[config.mk]
export PLATFORM = sky130hd
export DESIGN_NAME = imem_loader
export DESIGN_NICKNAME = d
export VERILOG_FILES = /design/src/rtl/imem_loader.sv
export SDC_FILE = /design/constraint.sdc
export NUM_CORES = 1
export LEC_CHECK = 0
export BUFFER_PORTS_ARGS = -buffer_cell sky130_fd_sc_hd__buf_4
export CAP_MARGIN = 20
export CORE_MARGIN = 3
export CORE_UTILIZATION = 55
export DETAILED_ROUTE_END_ITERATION = 7
export PLACE_DENSITY = 0.85
export SLEW_MARGIN = 20
export SYNTH_ARGS = -nofsm -noshare
export SYNTH_HDL_FRONTEND = slang
export SYNTH_SLANG_ARGS = --single-unit
[constraint.sdc]
create_clock -name clk_i -period 2.7 [get_ports clk_i]
set_clock_uncertainty 0.2 [all_clocks]
set_input_delay 0.135 -clock clk_i [delete_from_list [all_inputs] [get_ports clk_i]]
set_output_delay 0.135 -clock clk_i [all_outputs]
set_load 0.05 [all_outputs]
[src/rtl/imem_loader.sv]
// imem_loader: writes a length-prefixed byte image into instruction memory and holds the core until done.
// Optional trailing XOR checksum byte is enabled by defining IMEM_LOADER_CHECKSUM_EN.
module imem_loader #(
  parameter int MEM_BYTES = 1241,
  parameter int ADDR_W    = 32
) (
  input  logic              clk_i,
  input  logic              reset_i,
  input  logic              start_i,
  input  logic              rx_valid_i,
  input  logic [7:0]        rx_data_i,
  output logic              rx_ready_o,
  output logic              mem_we_o,
  output logic [ADDR_W-1:0] mem_addr_o,
  output logic [7:0]        mem_wdata_o,
  output logic              cpu_hold_o,
  output logic              load_done_o,
  output logic              load_error_o
);

  localparam int AW = (MEM_BYTES > 1) ? $clog2(MEM_BYTES) : 1;

  localparam logic [2:0] S_IDLE  = 3'd0;
  localparam logic [2:0] S_LEN   = 3'd1;
  localparam logic [2:0] S_LOAD  = 3'd2;
  localparam logic [2:0] S_DONE  = 3'd3;
  localparam logic [2:0] S_ERROR = 3'd4;
`ifdef IMEM_LOADER_CHECKSUM_EN
  localparam logic [2:0] S_CSUM  = 3'd5;
  localparam logic [2:0] S_TAIL  = S_CSUM;
`else
  localparam logic [2:0] S_TAIL  = S_DONE;
`endif

  logic [2:0]    state_q, state_d;
  logic [1:0]    idx_q, idx_d;
  logic [31:0]   count_q, count_d;
  logic [AW-1:0] addr_q, addr_d;
  logic          rx_ready_q, rx_ready_d;
  logic          we_q, we_d;
  logic [AW-1:0] wr_addr_q, wr_addr_d;
  logic [7:0]    wdata_q, wdata_d;
  logic          hold_q, hold_d;
  logic          done_q, done_d;
  logic          err_q, err_d;
`ifdef IMEM_LOADER_CHECKSUM_EN
  logic [7:0]    csum_q, csum_d;
`endif

  logic          xfer;
  logic [31:0]   len_full;

  assign xfer     = rx_valid_i && rx_ready_q;
  assign len_full = {rx_data_i, count_q[23:0]};

  // count_q first assembles the length, then counts down the remaining payload bytes
  always_comb begin
    state_d   = state_q;
    idx_d     = idx_q;
    count_d   = count_q;
    addr_d    = addr_q;
    we_d      = 1'b0;
    wr_addr_d = wr_addr_q;
    wdata_d   = wdata_q;
    case (state_q)
      S_IDLE, S_DONE, S_ERROR: begin
        if (start_i) begin
          state_d = S_LEN;
          idx_d   = '0;
          count_d = '0;
        end
      end
      S_LEN: begin
        if (xfer) begin
          count_d[{idx_q, 3'b000} +: 8] = rx_data_i;
          idx_d = idx_q + 2'd1;
          if (idx_q == 2'd3) begin
            if (len_full > 32'(MEM_BYTES)) begin
              state_d = S_ERROR;
            end else if (len_full == 32'd0) begin
              state_d = S_TAIL;
            end else begin
              state_d = S_LOAD;
              addr_d  = '0;
            end
          end
        end
      end
      S_LOAD: begin
        if (xfer) begin
          we_d      = 1'b1;
          wr_addr_d = addr_q;
          wdata_d   = rx_data_i;
          addr_d    = addr_q + AW'(1);
          count_d   = count_q - 32'd1;
          if (count_q == 32'd1) state_d = S_TAIL;
        end
      end
`ifdef IMEM_LOADER_CHECKSUM_EN
      S_CSUM: begin
        if (xfer) state_d = (rx_data_i == csum_q) ? S_DONE : S_ERROR;
      end
`endif
      default: state_d = S_IDLE;
    endcase
  end

`ifdef IMEM_LOADER_CHECKSUM_EN
  always_comb begin
    csum_d = csum_q;
    if (start_i && (state_q == S_IDLE || state_q == S_DONE || state_q == S_ERROR)) begin
      csum_d = 8'h00;
    end else if (state_q == S_LOAD && xfer) begin
      csum_d = csum_q ^ rx_data_i;
    end
  end
`endif

  // status lags the state by one cycle so load_done never overlaps the last write
  always_comb begin
    rx_ready_d = (state_d == S_LEN) || (state_d == S_LOAD)
`ifdef IMEM_LOADER_CHECKSUM_EN
                 || (state_d == S_CSUM)
`endif
                 ;
    done_d = (state_q == S_DONE) && !start_i;
    err_d  = (state_q == S_ERROR) && !start_i;
    hold_d = !done_d;
  end

  always_ff @(posedge clk_i) begin
    if (reset_i) begin
      state_q    <= S_IDLE;
      idx_q      <= '0;
      count_q    <= '0;
      addr_q     <= '0;
      rx_ready_q <= 1'b0;
      we_q       <= 1'b0;
      wr_addr_q  <= '0;
      wdata_q    <= '0;
      hold_q     <= 1'b1;
      done_q     <= 1'b0;
      err_q      <= 1'b0;
`ifdef IMEM_LOADER_CHECKSUM_EN
      csum_q     <= '0;
`endif
    end else begin
      state_q    <= state_d;
      idx_q      <= idx_d;
      count_q    <= count_d;
      addr_q     <= addr_d;
      rx_ready_q <= rx_ready_d;
      we_q       <= we_d;
      wr_addr_q  <= wr_addr_d;
      wdata_q    <= wdata_d;
      hold_q     <= hold_d;
      done_q     <= done_d;
      err_q      <= err_d;
`ifdef IMEM_LOADER_CHECKSUM_EN
      csum_q     <= csum_d;
`endif
    end
  end

  assign rx_ready_o   = rx_ready_q;
  assign mem_we_o     = we_q;
  assign mem_addr_o   = ADDR_W'(wr_addr_q);
  assign mem_wdata_o  = wdata_q;
  assign cpu_hold_o   = hold_q;
  assign load_done_o  = done_q;
  assign load_error_o = err_q;

endmodule

==> results of run 1 <==
==> cells in the mapped netlist (5+ instances only) <==
| cell type | n | area share |
|---|---|---|
| inv_1 | 15 | 0.013 |
| dfxtp_1 | 72 | 0.33 |
| nand3b_1 | 5 | 0.0087 |
| or3_1 | 10 | 0.014 |
| clkbuf_1 | 28 | 0.024 |
| nand3_1 | 8 | 0.0093 |
| nor3_1 | 14 | 0.016 |
| nand4_1 | 9 | 0.013 |
| o32ai_1 | 6 | 0.012 |
| o21ai_0 | 22 | 0.025 |
| a21oi_1 | 94 | 0.11 |
| nand2_1 | 82 | 0.071 |
| nor4_1 | 8 | 0.012 |
| nor2b_1 | 23 | 0.033 |
| buf_4 | 21 | 0.036 |
| a32o_1 | 6 | 0.014 |
| ha_1 | 10 | 0.029 |
| and2_1 | 10 | 0.014 |
| o31ai_1 | 7 | 0.012 |
| o21ai_1 | 22 | 0.025 |
| o22ai_1 | 9 | 0.013 |
| nand2b_1 | 5 | 0.0072 |
| nor2_1 | 40 | 0.035 |
| and3_1 | 7 | 0.010 |
==> layout make-up <==
cell class,instances,share of cell area
Inverter,16,0.0120
Clock inverter,7,0.0154
Multi-Input combinational cell,467,0.526
Tap cell,99,0.0247
Timing Repair Buffer,69,0.111
Clock buffer,9,0.0247
Sequential cell,72,0.287
==> critical path, stage by stage <==
cell,delay [ns]
dlygate4sd3_1,0.54
buf_4,0.17
nor4_2,0.32
and4_1,0.29
o2111ai_2,0.16
a221o_1,0.43
buf_4,0.19
or3_1,0.30
a21oi_1,0.15
==> flip-flops by register name, indices dropped and copies added, names as in the netlist <==
| signal | cells |
|---|---|
| addr_q | 11 |
| mem_wdata_o | 8 |
| load_done_o | 1 |
| mem_we_o | 1 |
| state_q | 3 |
| count_q | 32 |
| cpu_hold_o | 1 |
| rx_ready_o | 1 |
| wr_addr_q | 11 |
| load_error_o | 1 |
| idx_q | 2 |
==> where the power goes <==
part	total [mW]	leakage, nW	internal [mW]	switching [mW]
Sequential	1.08	0.581	1.07	0.0123
Combinational	0.370	1.20	0.101	0.270
Clock	0.898	0.101	0.437	0.462
Total	2.35	1.88	1.61	0.744
==> per-layer routing <==
metal / part of all wire / wire (um) / up-vias
met4: 0.037 / 453 / 0
met5: 0 / 0 / -
met2: 0.46 / 5580 / 293
met1: 0.40 / 4880 / 2105
li1: - / - / 2166
met3: 0.11 / 1310 / 50
==> final timing paths <==
| path | from | to | slack [ns] | cells past startpoint |
|---|---|---|---|---|
| max | rx_data_i[1] | addr_q[3] | 0.1 | 9 |
| min | rx_data_i[0] | count_q[0] | 0.06 | 3 |
| max reg2reg | count_q[12] | addr_q[3] | 0.14 | 8 |
| min reg2reg | wr_addr_q[6] | wr_addr_q[6] | 0.26 | 2 |
==> repair_timing <==
action	4_1_cts	5_1_grt
hold buffers	10	0
resized for setup	0	5
setup buffers	0	1
endpoints found under the setup margin	0	9
endpoints found under the hold margin	39	0
==> kinds of logic (layout without fill, tap and decap cells) <==
| logic type | Yosys count | in the layout | share of synthesized area |
|---|---|---|---|
| simple gates | 239 | 239 | 0.282 |
| compound gates | 196 | 196 | 0.270 |
| flops | 72 | 72 | 0.333 |
| buf+inv | 70 | 101 | 0.0830 |
| fa+ha+maj | 10 | 10 | 0.0289 |
| other cells | 1 | 21 | 0.000866 |
| xor+xnor | 1 | 1 | 0.00202 |
==> stage by stage <==
step	instance area [um2]	setup WS (ns)	setup TNS (ns)
final	5020	0.0980	0
after global routing	5020	-0.0186	-0.0186
after CTS	4980	0.0112	0
after detailed placement	4680	0.0944	0
after global placement	4680	0.197	0
after floorplan	4400	0.277	0
==> results.cfg, run 1 <==
[status]
outcome = complete, no violations

[logic_synthesis]
yosysWarnings = 0
yosysSeqAreaShare = 0.333
synth.distinct_cells = 59
syn_avg_cell_area_um2 = 7.35
synth_area_um2 = 4330
synth_flop_cell = dfxtp_1
syn_inst = 589
synth_edf_count = 0
synthArstFlopShare = 0
ys_seq_elements = 72

[sta]
maxSlewHeadroom = 0.560
maxClockFrequency_ghz = 0.384
worst_slew_pin_slew_ns = 0.655
hold-worst-slack_ns = 0.0584
post-route-period-util = 0.964
finalHoldViolCount = 0
drv_slew = 0
setup_viol = 0
period_minus_slack_ns = 2.60

[clock_tree]
insertion_delay_ns = 0.36
clk_pin_slew_ns = 0.09
clock-sinks = 72
cts_tree = done
cts-root-buf = clkbuf_8
htreeDepth = 3
clk_path_buf_depth = 2
numCtsBuffers = 9

[grt]
gr-usage-met1 = 0.361
grt_max_degree = 33
grt_antenna_before_repair = 0
grt_usage = 0.273
overflow = 0
grtUsageMet2 = 0.429
use_met3 = 0.0486
grt_pass1_vias = 4040
gr-max-usage-layer = met2
grt_pass1_wl_um = 19400

[placed_design]
io_buffers = 35
gp_congestion = 0.914
dpl.hpwl_um = 8300
dp.cells = 712

[worst_setup_path]
cp-end-kind = flip-flop
crit_arrival_ns = 2.69
cp.required_ns = 2.79
crit_path_start_kind = input pin
cp_max_fo = 7
path_class = in -> reg

[finish]
fin_cells = 739
fin_util = 0.675
nets = 657
drive_above_1_share = 0.131
multi_input_area_um2 = 2640
mostFrequentLayoutCells = a21oi_1 (94), nand2_1 (82), dfxtp_1 (72)
layout_commonest_cell = a21oi_1
register_area_um2 = 1440
num_antenna_cells = 0
fillers = 640
area_delta_synth_final_pct = 16.1

[drt]
routedWlPerCell_um = 16.5
routed_wl_um = 12200
first_pass_iters = 5
drtIter0Drc = 538
num_vias = 4614
ant_nets = 0
viasPerCell = 6.24
drcViolationCount = 0

[hold_path]
holdCritPathClass = in -> reg

[floorplanning]
die_h_um = 94.7
row_count = 31
die_x_um = 94.7
ios = 57
initial_utilization = 0.581
core-area_um2 = 7450
die_area_um2 = 8970

[power]
power.total_mw = 2.35
pwr_density_cell_nw_per_um2 = 468
vdd.ir_drop.worst_mv = 0.248
p_leak_nw = 1.88

[job]
maxCapViolCount = 0
(Power assumes the default switching activity.)
==> run 2: changes to the inputs <==
Clock period 2.7 ns to 3.3 ns, I/O delays scaled along.
==> run 2 against run 1 <==
Against the previous run: hold slack better by 0.050 ns; register-to-register slack improved by 0.39 ns; final cell count decreased by 1.8%; die area did not move; sequential share of layout area up 0.96 points; cell area down 3.2%; sequential power is 18% lower; global-route usage down 0.54 points; clock power decreased by 25%; core utilization down 2.2 points; clock-buffer cell count unchanged; combinational power is 23% lower; largest cell class unchanged.
==> results.cfg, run 2 (synthesized netlist as in run 1, its figures left out) <==
[status]
outcome = complete, no violations

[worst_setup_path]
cp_max_fo = 13
r2r_cells = 6
cp.required_ns = 3.40
r2r_start = count_q[11]
cp-end-kind = flip-flop
crit_path_start_kind = input pin
startpoint = rx_data_i[4]
r2r-end = addr_q[7]
path_class = in -> reg
crit_arrival_ns = 2.93
reg2reg_setup_slack_ns = 0.53

[clock_tree]
numCtsBuffers = 9
cts_resized = 0
cts_tree = done
clk_pin_slew_ns = 0.09
htreeDepth = 3
insertion_delay_ns = 0.35
clk_path_buf_depth = 2
cts-root-buf = clkbuf_8
clock-sinks = 72

[floorplanning]
die_x_um = 94.7
core-area_um2 = 7450
die_h_um = 94.7
ios = 57
row_count = 31
die_area_um2 = 8970
initial_utilization = 0.581

[hold_path]
hold_end = rx_ready_o
holdCritPathClass = in -> reg
hold_depth = 2
hp-start = reset_i

[grt]
grt_pass1_vias = 4027
grt_usage = 0.267
grt_pass1_wl_um = 19000
grt_antenna_before_repair = 0
overflow = 0
grt_max_degree = 57

[drt]
num_vias = 4496
viasPerCell = 6.19
drtIter0Drc = 516
routed_wl_um = 11900
ant_nets = 0
first_pass_iters = 6
routedWlPerCell_um = 16.4
drcViolationCount = 0

[finish]
mostFrequentLayoutCells = a21oi_1 (94), nand2_1 (82), dfxtp_1 (72)
fin_util = 0.653
drive_above_1_share = 0.108
regMostFlops = count_q
multi_input_area_um2 = 2610
fillers = 635
num_antenna_cells = 0
layout_commonest_cell = a21oi_1
largest_reg_flops = 32
register_area_um2 = 1440
top_regs = count_q: 32 flops, addr_q: 11 flops, wr_addr_q: 11 flops
area_delta_synth_final_pct = 12.3
nets = 644

[sta]
post-route-period-util = 0.860
worst_slew_pin_slew_ns = 0.729
finalHoldViolCount = 0
drv_slew = 0
maxClockFrequency_ghz = 0.352
setup_viol = 0
period_minus_slack_ns = 2.84
rsz0062_at_grt = no
fin_setup_tns_ns = 0
maxSlewHeadroom = 0.510

[job]
maxCapViolCount = 0

[placed_design]
io_buffers = 35
gp_congestion = 0.969
dpl.hpwl_um = 7760

[power]
vdd.ir_drop.worst_mv = 0.269
pwr_density_cell_nw_per_um2 = 379
p_leak_nw = 1.80
-- run 2: worst max-delay path by stage --
stage,end,cells past startpoint
6_report,addr_q[7],8
5_1_grt,addr_q[7],8
4_1_cts,addr_q[7],8
3_5_place_dp,addr_q[7],6
3_3_place_gp,addr_q[7],6
2_1_floorplan,count_q[28],9
-- run 2: repair_timing --
item | CTS | global route
buffers inserted | 0 | 0
hold endpoints to repair | 12 | 0
hold buffers | 9 | 0
-- run 2: power by group --
group	internal (mW)	switching [mW]	total, mW
Combinational	0.0718	0.213	0.285
Clock	0.287	0.385	0.672
Sequential	0.875	0.0109	0.886
Total	1.23	0.608	1.84
-- run 2: routing by layer --
metal,global-route usage,part of all wire
met1,0.351,0.42
met2,0.427,0.47
met3,0.0558,0.084
met4,0.107,0.020
met5,0,0
-- run 2: through the flow --
stage / hold slack, ns / total power [mW] / area [um2] / worst slack (ns) / instances
2_1_floorplan: 0.101 / 1.12 / 4400 / 0.877 / 609
3_3_place_gp: 0.243 / 1.17 / 4590 / 0.652 / 701
3_5_place_dp: 0.247 / 1.17 / 4590 / 0.576 / 701
4_1_cts: 0.0998 / 1.84 / 4860 / 0.500 / 726
5_1_grt: 0.122 / 1.90 / 4860 / 0.235 / 726
6_report: 0.109 / 1.84 / 4860 / 0.461 / 726
-- run 2: layout make-up --
type | count | area share
Inverter | 16 | 0.0124
Timing Repair Buffer | 56 | 0.0911
Clock inverter | 7 | 0.0126
Tap cell | 99 | 0.0255
Clock buffer | 9 | 0.0255
Sequential cell | 72 | 0.297
Multi-Input combinational cell | 467 | 0.536
-- run 2: worst max-delay path: stages --
cell and delay (ns):
dlygate4sd3_1 0.54, buf_4 0.18, nor4_1 0.41, and4_1 0.30, o2111ai_2 0.16, a221o_1 0.52
or4_1 0.51, a21oi_1 0.14
